$ cat config.mk
export PLATFORM = sky130hd
export DESIGN_NAME = io_out_arbiter_flat
export DESIGN_NICKNAME = d
export VERILOG_FILES = /design/src/rtl/io_out_arbiter_if.sv /design/src/rtl/io_out_arbiter.sv /design/src/flat_wrapper.sv
export SDC_FILE = /design/constraint.sdc
export NUM_CORES = 1
export LEC_CHECK = 0
export BUFFER_PORTS_ARGS = -buffer_cell sky130_fd_sc_hd__buf_2
export CAP_MARGIN = 10
export CORE_UTILIZATION = 32
export DETAILED_ROUTE_END_ITERATION = 6
export PLACE_DENSITY_LB_ADDON = 0.12
export SLEW_MARGIN = 20
export SYNTH_ARGS = -nofsm -noshare
export SYNTH_HDL_FRONTEND = slang
export SYNTH_SLANG_ARGS = --single-unit
$ cat constraint.sdc
create_clock -name clk -period 4.4 [get_ports clk]
set_input_delay 0.66 -clock clk [delete_from_list [all_inputs] [get_ports clk]]
set_output_delay 0.66 -clock clk [all_outputs]
set_load 0.03 [all_outputs]
$ cat src/rtl/io_out_arbiter_if.sv
// io_out_arbiter_if: requester-side and sink-side signals of the character output arbiter.
//   up_req/up_data/up_ack : per-requester 4-phase handshake, requester i data at [i*WIDTH +: WIDTH]
//   dn_req/dn_data/dn_ack : 4-phase handshake to the shared output device
//   grant_id/busy         : current (or most recent) winner and transfer-in-progress status
// Modports: slave is the arbiter's view, master is the requesters plus device (environment).
`ifndef WORD_SIZE
`define WORD_SIZE 32
`endif

interface io_out_arbiter_if #(
  parameter int unsigned NREQ  = 2,
  parameter int unsigned WIDTH = `WORD_SIZE,
  parameter int unsigned IDXW  = 3
);
  logic [NREQ-1:0]       up_req;
  logic [NREQ*WIDTH-1:0] up_data;
  logic [NREQ-1:0]       up_ack;
  logic                  dn_req;
  logic                  dn_ack;
  logic [WIDTH-1:0]      dn_data;
  logic [IDXW-1:0]       grant_id;
  logic                  busy;

  modport slave (
    input  up_req, up_data, dn_ack,
    output up_ack, dn_req, dn_data, grant_id, busy
  );

  modport master (
    output up_req, up_data, dn_ack,
    input  up_ack, dn_req, dn_data, grant_id, busy
  );
endinterface

$ cat src/rtl/io_out_arbiter.sv
// io_out_arbiter: shares one 4-phase character output device between NREQ requesters.
// Round-robin winner selection, the winner's data is latched on the grant edge, the
// downstream handshake completes fully before the upstream acknowledge is raised.
// Ports:
//   clk      : system clock, all state on the rising edge
//   areset_n : asynchronous active-low reset
//   bus      : io_out_arbiter_if.slave (up_req, up_data, up_ack, dn_req, dn_ack,
//              dn_data, grant_id, busy); every output is a flop.
`ifndef WORD_SIZE
`define WORD_SIZE 32
`endif

module io_out_arbiter #(
  parameter int unsigned NREQ  = 2,
  parameter int unsigned WIDTH = `WORD_SIZE,
  parameter int unsigned IDXW  = 3
) (
  input logic             clk,
  input logic             areset_n,
  io_out_arbiter_if.slave bus
);

  // Width of an index that addresses exactly the NREQ requester slots.
  localparam int unsigned RW = (NREQ > 1) ? $clog2(NREQ) : 1;

  typedef enum logic [1:0] {
    ARB    = 2'd0,
    DN_REQ = 2'd1,
    DN_REL = 2'd2,
    UP_ACK = 2'd3
  } state_t;

  state_t            state_q, state_d;
  logic              dn_req_q, dn_req_d;
  logic [NREQ-1:0]   up_ack_q, up_ack_d;
  logic [WIDTH-1:0]  dn_data_q, dn_data_d;
  logic [IDXW-1:0]   grant_q, grant_d;
  logic [IDXW-1:0]   last_q, last_d;
  logic              busy_q, busy_d;

  logic [IDXW-1:0]   winner_c;
  logic [RW-1:0]     win_ix_c;
  logic              any_req_c;
  logic [WIDTH-1:0]  data_arr [NREQ];

  // Unpack the flat data bus into one word per requester.
  for (genvar gi = 0; gi < NREQ; gi++) begin : g_slice
    assign data_arr[gi] = bus.up_data[gi*WIDTH +: WIDTH];
  end

  // Round-robin search: first pending requester after the last winner, wrapping.
  always_comb begin : rr_pick
    int unsigned idx;
    idx       = 0;
    winner_c  = '0;
    win_ix_c  = '0;
    any_req_c = 1'b0;
    for (int unsigned k = 1; k <= NREQ; k++) begin
      idx = (32'(last_q) + k) % NREQ;
      if (!any_req_c && bus.up_req[RW'(idx)]) begin
        any_req_c = 1'b1;
        winner_c  = IDXW'(idx);
        win_ix_c  = RW'(idx);
      end
    end
  end

  // Next-state and next-output logic; everything holds unless a transition fires.
  always_comb begin : fsm_next
    state_d   = state_q;
    dn_req_d  = dn_req_q;
    up_ack_d  = up_ack_q;
    dn_data_d = dn_data_q;
    grant_d   = grant_q;
    last_d    = last_q;
    busy_d    = busy_q;
    case (state_q)
      ARB: begin
        if (any_req_c) begin
          dn_data_d = data_arr[win_ix_c];
          grant_d   = winner_c;
          dn_req_d  = 1'b1;
          busy_d    = 1'b1;
          state_d   = DN_REQ;
        end
      end
      DN_REQ: begin
        if (bus.dn_ack) begin
          dn_req_d = 1'b0;
          state_d  = DN_REL;
        end
      end
      DN_REL: begin
        if (!bus.dn_ack) begin
          up_ack_d = NREQ'(1) << grant_q;
          state_d  = UP_ACK;
        end
      end
      UP_ACK: begin
        // Leaving only after a sampled low keeps up_ack up for at least one cycle,
        // even if the requester already withdrew its request.
        if (!bus.up_req[RW'(grant_q)]) begin
          up_ack_d = '0;
          busy_d   = 1'b0;
          last_d   = grant_q;
          state_d  = ARB;
        end
      end
      default: begin
        state_d = ARB;
      end
    endcase
  end

  // State and output registers.
  always_ff @(posedge clk or negedge areset_n) begin : regs
    if (!areset_n) begin
      state_q   <= ARB;
      dn_req_q  <= 1'b0;
      up_ack_q  <= '0;
      dn_data_q <= '0;
      grant_q   <= '0;
      last_q    <= IDXW'(NREQ - 1);
      busy_q    <= 1'b0;
    end else begin
      state_q   <= state_d;
      dn_req_q  <= dn_req_d;
      up_ack_q  <= up_ack_d;
      dn_data_q <= dn_data_d;
      grant_q   <= grant_d;
      last_q    <= last_d;
      busy_q    <= busy_d;
    end
  end

  assign bus.dn_req   = dn_req_q;
  assign bus.up_ack   = up_ack_q;
  assign bus.dn_data  = dn_data_q;
  assign bus.grant_id = grant_q;
  assign bus.busy     = busy_q;

endmodule

$ cat src/flat_wrapper.sv
// flat-port wrapper written by rule: the top's interface ports become plain ports
module io_out_arbiter_flat 
#(
  parameter int unsigned NREQ  = 2,
  parameter int unsigned WIDTH = `WORD_SIZE,
  parameter int unsigned IDXW  = 3
)
  (clk, areset_n, bus_up_req, bus_up_data, bus_dn_ack, bus_up_ack, bus_dn_req, bus_dn_data, bus_grant_id, bus_busy);
  io_out_arbiter_if #(.NREQ(NREQ), .WIDTH(WIDTH), .IDXW(IDXW)) bus_i ();
  input logic clk;
  input logic areset_n;
  input wire logic [$bits(bus_i.up_req)-1:0] bus_up_req;
  input wire logic [$bits(bus_i.up_data)-1:0] bus_up_data;
  input wire logic [$bits(bus_i.dn_ack)-1:0] bus_dn_ack;
  output wire logic [$bits(bus_i.up_ack)-1:0] bus_up_ack;
  output wire logic [$bits(bus_i.dn_req)-1:0] bus_dn_req;
  output wire logic [$bits(bus_i.dn_data)-1:0] bus_dn_data;
  output wire logic [$bits(bus_i.grant_id)-1:0] bus_grant_id;
  output wire logic [$bits(bus_i.busy)-1:0] bus_busy;
  assign bus_i.up_req = bus_up_req;
  assign bus_i.up_data = bus_up_data;
  assign bus_i.dn_ack = bus_dn_ack;
  assign bus_up_ack = bus_i.up_ack;
  assign bus_dn_req = bus_i.dn_req;
  assign bus_dn_data = bus_i.dn_data;
  assign bus_grant_id = bus_i.grant_id;
  assign bus_busy = bus_i.busy;
  io_out_arbiter #(.NREQ(NREQ), .WIDTH(WIDTH), .IDXW(IDXW)) u_core (.clk(clk), .areset_n(areset_n), .bus(bus_i));
endmodule
After elaboration in Yosys (flattened, before gate mapping) --
Cells that the tools add are included.
Word-level totals: bits of input ports 69, register bits 42, word-level logic and storage cells 62, output and inout bits 39
Cells by class: reduce and logical (&&, ||, !) cells 12, equal/unequal tests 7, multiplexer cells 27, bitwise operators 2, add/sub/neg operators 2, shift operators 1, order comparisons 4
Operators with widths (count):
- 2-to-1 mux 32 bit | 3
- 2-to-1 mux 1 bit | 14
- 2-to-1 mux 2 bit | 5
- AND reduction 3 bit | 3
- case mux 2 bit (4 select lines) | 1
- < comparator 1 x 2 -> 1 bit (second input constant) | 3
- inequality test 2 bit (second input constant) | 3
- nonzero test 2 bit | 3
- equality test 2 bit (second input constant) | 2
- case mux 1 bit (2 select lines) | 2
- case mux 2 bit (2 select lines) | 1
- AND reduction 2 bit | 2
- AND reduction 4 bit | 1
- 2-to-1 mux 3 bit | 1
- << shifter 1 x 3 -> 2 bit (first input constant) | 1
- adder 1 bit (second input constant) | 2
- equality test 2 x 1 -> 1 bit (second input constant) | 1
- >= comparator 2 bit (second input constant) | 1
- logical NOT 2 bit | 1
- inequality test 2 x 1 -> 1 bit (second input constant) | 1
- inverter 1 -> 2 bit | 1
- logical AND 1 bit | 1
- logical NOT 1 bit | 1
- inverter 1 bit | 1

Longest topological paths before layout --
depth after elaboration 11, gate-level depth with buffers 7, depth with buffers taken out 5

Worst setup path after synthesis --
Ideal clock, no wire load.
path kind input-to-reg, start point input bus_up_req[0], end point register u_core.state_q[1], setup time 0.125 ns, data required time 4.275 ns, stages on the path 3, data arrival time 1.541 ns, path buffers 0, path slack 2.734 ns, path through mux2_4 -> a221o_1 -> mux2_4
Between the ends: cells in the longest elaborated chain, start to end 8, elaborated cells on any way between the ends 13, classes of those cells 2 x eq/ne; 8 x mux; 3 x reduce/logical
Ends and longest elaborated chain:
- start: declaration | RTL line flat_wrapper.sv:12 | input wire logic [$bits(bus_i.up_req)-1:0] bus_up_req;
- 2-to-1 mux 1 bit (not written as such) (2 in a row) | RTL line io_out_arbiter.sv:60 | if (!any_req_c && bus.up_req[RW'(idx)]) begin
- 2-to-1 mux 1 bit | RTL line io_out_arbiter.sv:60
- logical NOT 1 bit | RTL line io_out_arbiter.sv:60
- logical AND 1 bit | RTL line io_out_arbiter.sv:60
- 2-to-1 mux 1 bit | RTL line io_out_arbiter.sv:60
- inequality test 2 x 1 -> 1 bit (no line)
- AND reduction 4 bit (no line) (*)
- end signal: assignment | RTL line io_out_arbiter.sv:126 | state_q <= state_d;
- end: declaration | RTL line io_out_arbiter.sv:33 | state_t state_q, state_d;
Mark *: on every way between the ends. The rest lies on a longest branch, timed or not. The select of a mux whose other input is x is not followed. A chain may end at the register's enable or synchronous reset.

Worst setup path after layout --
start point input bus_up_req[1], end point register u_core.dn_data_q[11], in the netlist u_core.bus.dn_data[11]
Between the ends: cells in the longest elaborated chain, start to end 10, elaborated cells on any way between the ends 15, classes of those cells 11 x mux; 1 x bitwise; 3 x reduce/logical
Ends and longest elaborated chain:
- 2-to-1 mux 1 bit (not written as such) (2 in a row) | RTL line io_out_arbiter.sv:60
- 2-to-1 mux 1 bit | RTL line io_out_arbiter.sv:60
- logical NOT 1 bit | RTL line io_out_arbiter.sv:60
- logical AND 1 bit | RTL line io_out_arbiter.sv:60
- 2-to-1 mux 1 bit | RTL line io_out_arbiter.sv:60
- inverter 1 -> 2 bit (not written as such) | RTL line io_out_arbiter.sv:80 | dn_data_d = data_arr[win_ix_c];
- 2-to-1 mux 32 bit (not written as such) (3 in a row) | RTL line io_out_arbiter.sv:80
- end signal: assignment | RTL line io_out_arbiter.sv:129 | dn_data_q <= dn_data_d;
- end: declaration | RTL line io_out_arbiter.sv:36 | logic [WIDTH-1:0] dn_data_q, dn_data_d;
Parallel ways exist; a longest one is shown, timed or not. The select of a mux whose other input is x is not followed.

==> results.md <==
- Number of global-route vias before repair: 1502
- Crit path max-delay family: compound AO/OA/AOI/OAI gates
- Total GRT Usage: 0.145
- Area growth syn-to-layout: 35.0%
- Depth of the CTS H-tree: 2
- Status: finished, final reports clean
- Antenna violations before repair: 0
- Avg Inst Size Synth: 10.4 µm²
- Async SR Flop Fraction: 1.00
- Avg WL per Cell: 12.1 µm
- TritonCTS Sinks: 40
- Period Utilization, post-route: 0.455
- Vias: 1667
- Synthesized cell area: 1970 µm²
- I/O pin count: 108
- Final setup fails: 0
- CTS Buf Count: 5
- Total wire length: 4440 µm
- Gate Count Post-Synth: 190
- Layout cells sized above 1: 0.410
- Area after DPL: 2550 µm²
- Max VDD drop: 0.342 mV
- Leakage power: 0.00144 µW
- Synthesized flop and latch total: 40
- Post-Synth XOR/XNOR Area: 0
- CP arrival: 2.17 ns
- Post_cts resized: 0
- Final RePlAce weighted congestion: 0.677
- Pin count of the biggest net entering global routing: 46
- Row cnt: 28
- CP Class: in2reg
- Number of library cell types mapped by synthesis: 28
- Setup Fix Bufs, Post-CTS: 0
- Main synth FF type: dfrtp_1
- Final ANT Viol Nets: 0
- Reg2reg setup slack: 2.59 ns
- Clock skew: 0.00351 ns
- Detailed-placement wirelength estimate: 3220 µm
- Achievable Freq: 500 MHz
- Nets: 365
- Slew headroom: 0.401
- Final Cell Area: 2660 µm²
- Final setup margin: 2.40 ns
- Fin util: 0.450
- CP required: 4.57 ns
- CP Max Fanout: 19
- Hold Crit Endpoint: u_core.bus.dn_data[13]
- Crit-path cells: buf_2 > a21boi_4 > buf_4 > mux2i_1 > o21ai_1
- DR iter-0 viols: 72
- Power consumption: 1930 µW
- Largest family of logic cells by synthesized area: multiplexers
- Worst setup EP type: register
- Longest Clk Path Bufs: 2
- Post-synthesis compound-gate area fraction: 0.135
- Synth warn: 0
- # DRC: 0
- Setup_tns: 0 ns
- Vias per inst: 4.53
- Buf/Inv on CP: 2
- HP Start: u_core.bus.dn_data[13]
- Worst Tran Pin Value: 0.899 ns
- Initial core utilization: 0.333
- Clk pin slew, worst setup/hold paths: 0.07 ns
- CP max stage cell: a21boi_4
- Final slew viol count: 0
- R2R cell count: 4
- Fin. Hold Viols: 0
- CP Launch Type: input port
- # hold bufs at CTS: 0
- Seq/Total Area, Yosys: 0.508
- Pwr/cell area: 726 nW/µm²
- CTS root buf: clkbuf_8
- Reg2reg start: u_core.last_q[0]
- EDFF count, synth: 0
- Die area: 6480 µm²
- Critical path's largest stage delay: 0.58 ns
- Unrepaired setup endpoints after global routing: false
- Hold path depth: 2
- Pre-CTS WS: 2.03 ns
- Worst skew pair latency: 0.28 ns
- Antenna cells: 0
- Hold crit path type: reg2reg
- Die width: 80.5 µm
- PortBufs: 105
- Multiplexer share of the synthesized area: 0.193
- Adder-cell share of the synthesized area: 0.0254
- First-pass GRT wire length: 7150 µm
- Core Region: 5920 µm²
- Maxcap violations: 0
- Final worst path period need: 2.00 ns
- CTS tree: built
- DRT Pass-1 Iters: 4
- Worst r2r dst: u_core.bus.dn_data[11]
- Simple-gate portion of the synthesized area: 0.0805
- GRT overflow: 0
- Die H: 80.5 µm
==> synthesized netlist by cell type (all sizes together), types with 2 or more instances <==
library cell / instances / area [µm²]
a21oi: 3 / 15.0
buf: 9 / 68.8
clkbuf: 5 / 18.8
dfrtp: 39 / 976
ha: 4 / 50.1
inv: 6 / 22.5
mux2: 3 / 41.3
mux2i: 34 / 340
nand2: 36 / 135
nor2: 3 / 11.3
o21ai: 34 / 170
o22ai: 2 / 12.5
==> how the worst max path moves through the flow <==
stage | from | to | slack [ns] | cells after the start
5_1_grt | bus_up_req[1] | u_core.bus.dn_data[1] | 2.27 | 5
3_3_place_gp | bus_up_req[1] | u_core.bus.dn_data[29] | 2.10 | 5
4_1_cts | bus_up_req[1] | u_core.bus.dn_data[4] | 2.36 | 5
6_report | bus_up_req[1] | u_core.bus.dn_data[11] | 2.40 | 5
2_1_floorplan | bus_up_req[0] | u_core.state_q[1] | 2.73 | 3
3_5_place_dp | bus_up_req[1] | u_core.bus.dn_data[4] | 2.03 | 5
==> registers in the layout, indices dropped and copies added, names as in the netlist <==
| name | cells |
|---|---|
| u_core.last_q | 1 |
| u_core.bus.busy | 1 |
| u_core.bus.dn_data | 32 |
| u_core.bus.up_ack | 2 |
| u_core.bus.grant_id | 1 |
| u_core.bus.dn_req | 1 |
| u_core.state_q | 2 |
==> power breakdown <==
group | internal [µW] | switching (µW)
Sequential | 549 | 99.8
Combinational | 364 | 673
Clock | 128 | 120
==> worst min-delay path, cell delays in order, from the launching register on <==
cell     delay [ns]
dfrtp_1        0.34
nand2_1        0.04
o21ai_0        0.06
==> cell type report <==
class	count	area [µm²]
Multi-Input combinational cell	131	887
Clock buffer	8	90.1
Tap cell	75	93.8
Fill cell	597	3260
Timing Repair Buffer	108	568
Sequential cell	40	1000
Inverter	6	22.5
==> through the flow <==
step	std cells	hold slack, ns
floorplan	191	0.364
global placement	359	0.460
detailed placement	359	0.466
CTS	367	0.483
global route	368	0.510
finish	368	0.476
==> cell usage in the layout, fill, tap and decap left out, drive strengths merged <==
| cell | Yosys | layout |
|---|---|---|
| clkbuf | 5 | 8 |
| buf | 9 | 108 |
| a21oi | 3 | 3 |
| mux2 | 3 | 3 |
| nor2 | 3 | 3 |
| conb | 1 | 2 |
| ha | 4 | 4 |
| a22oi | 1 | 1 |
| mux2i | 34 | 34 |
| nor2b | 1 | 1 |
| a221oi | 1 | 1 |
| o22a | 1 | 1 |
| dfrtp | 39 | 39 |
| a21boi | 1 | 1 |
| dfstp | 1 | 1 |
| inv | 6 | 6 |
| nand2 | 36 | 36 |
| o21ai | 34 | 34 |
| nand2b | 1 | 1 |
| a2111oi | 1 | 1 |
| a221o | 1 | 1 |
| o311ai | 1 | 1 |
| o22ai | 2 | 2 |
| a22o | 1 | 1 |
==> cells by family (layout without fill, tap and decap cells) <==
family | Yosys count | after routing
other | 1 | 2
DFF | 40 | 40
AOI/OAI and AO/OA | 47 | 47
buffers and inverters | 20 | 122
adders and majority gates | 4 | 4
and+or+nand+nor | 41 | 41
muxes | 37 | 37
==> routing by layer <==
metal	vias up	global-route usage	share of wire	wire length, µm
met2	55	0.232	0.47	2100
met3	2	0.0443	0.062	274
met1	757	0.187	0.46	2050
li1	853	-	-	-
met5	-	0	0	0
met4	0	0.0429	0.0043	19
No activity file was read; power rests on OpenSTA's default activity.
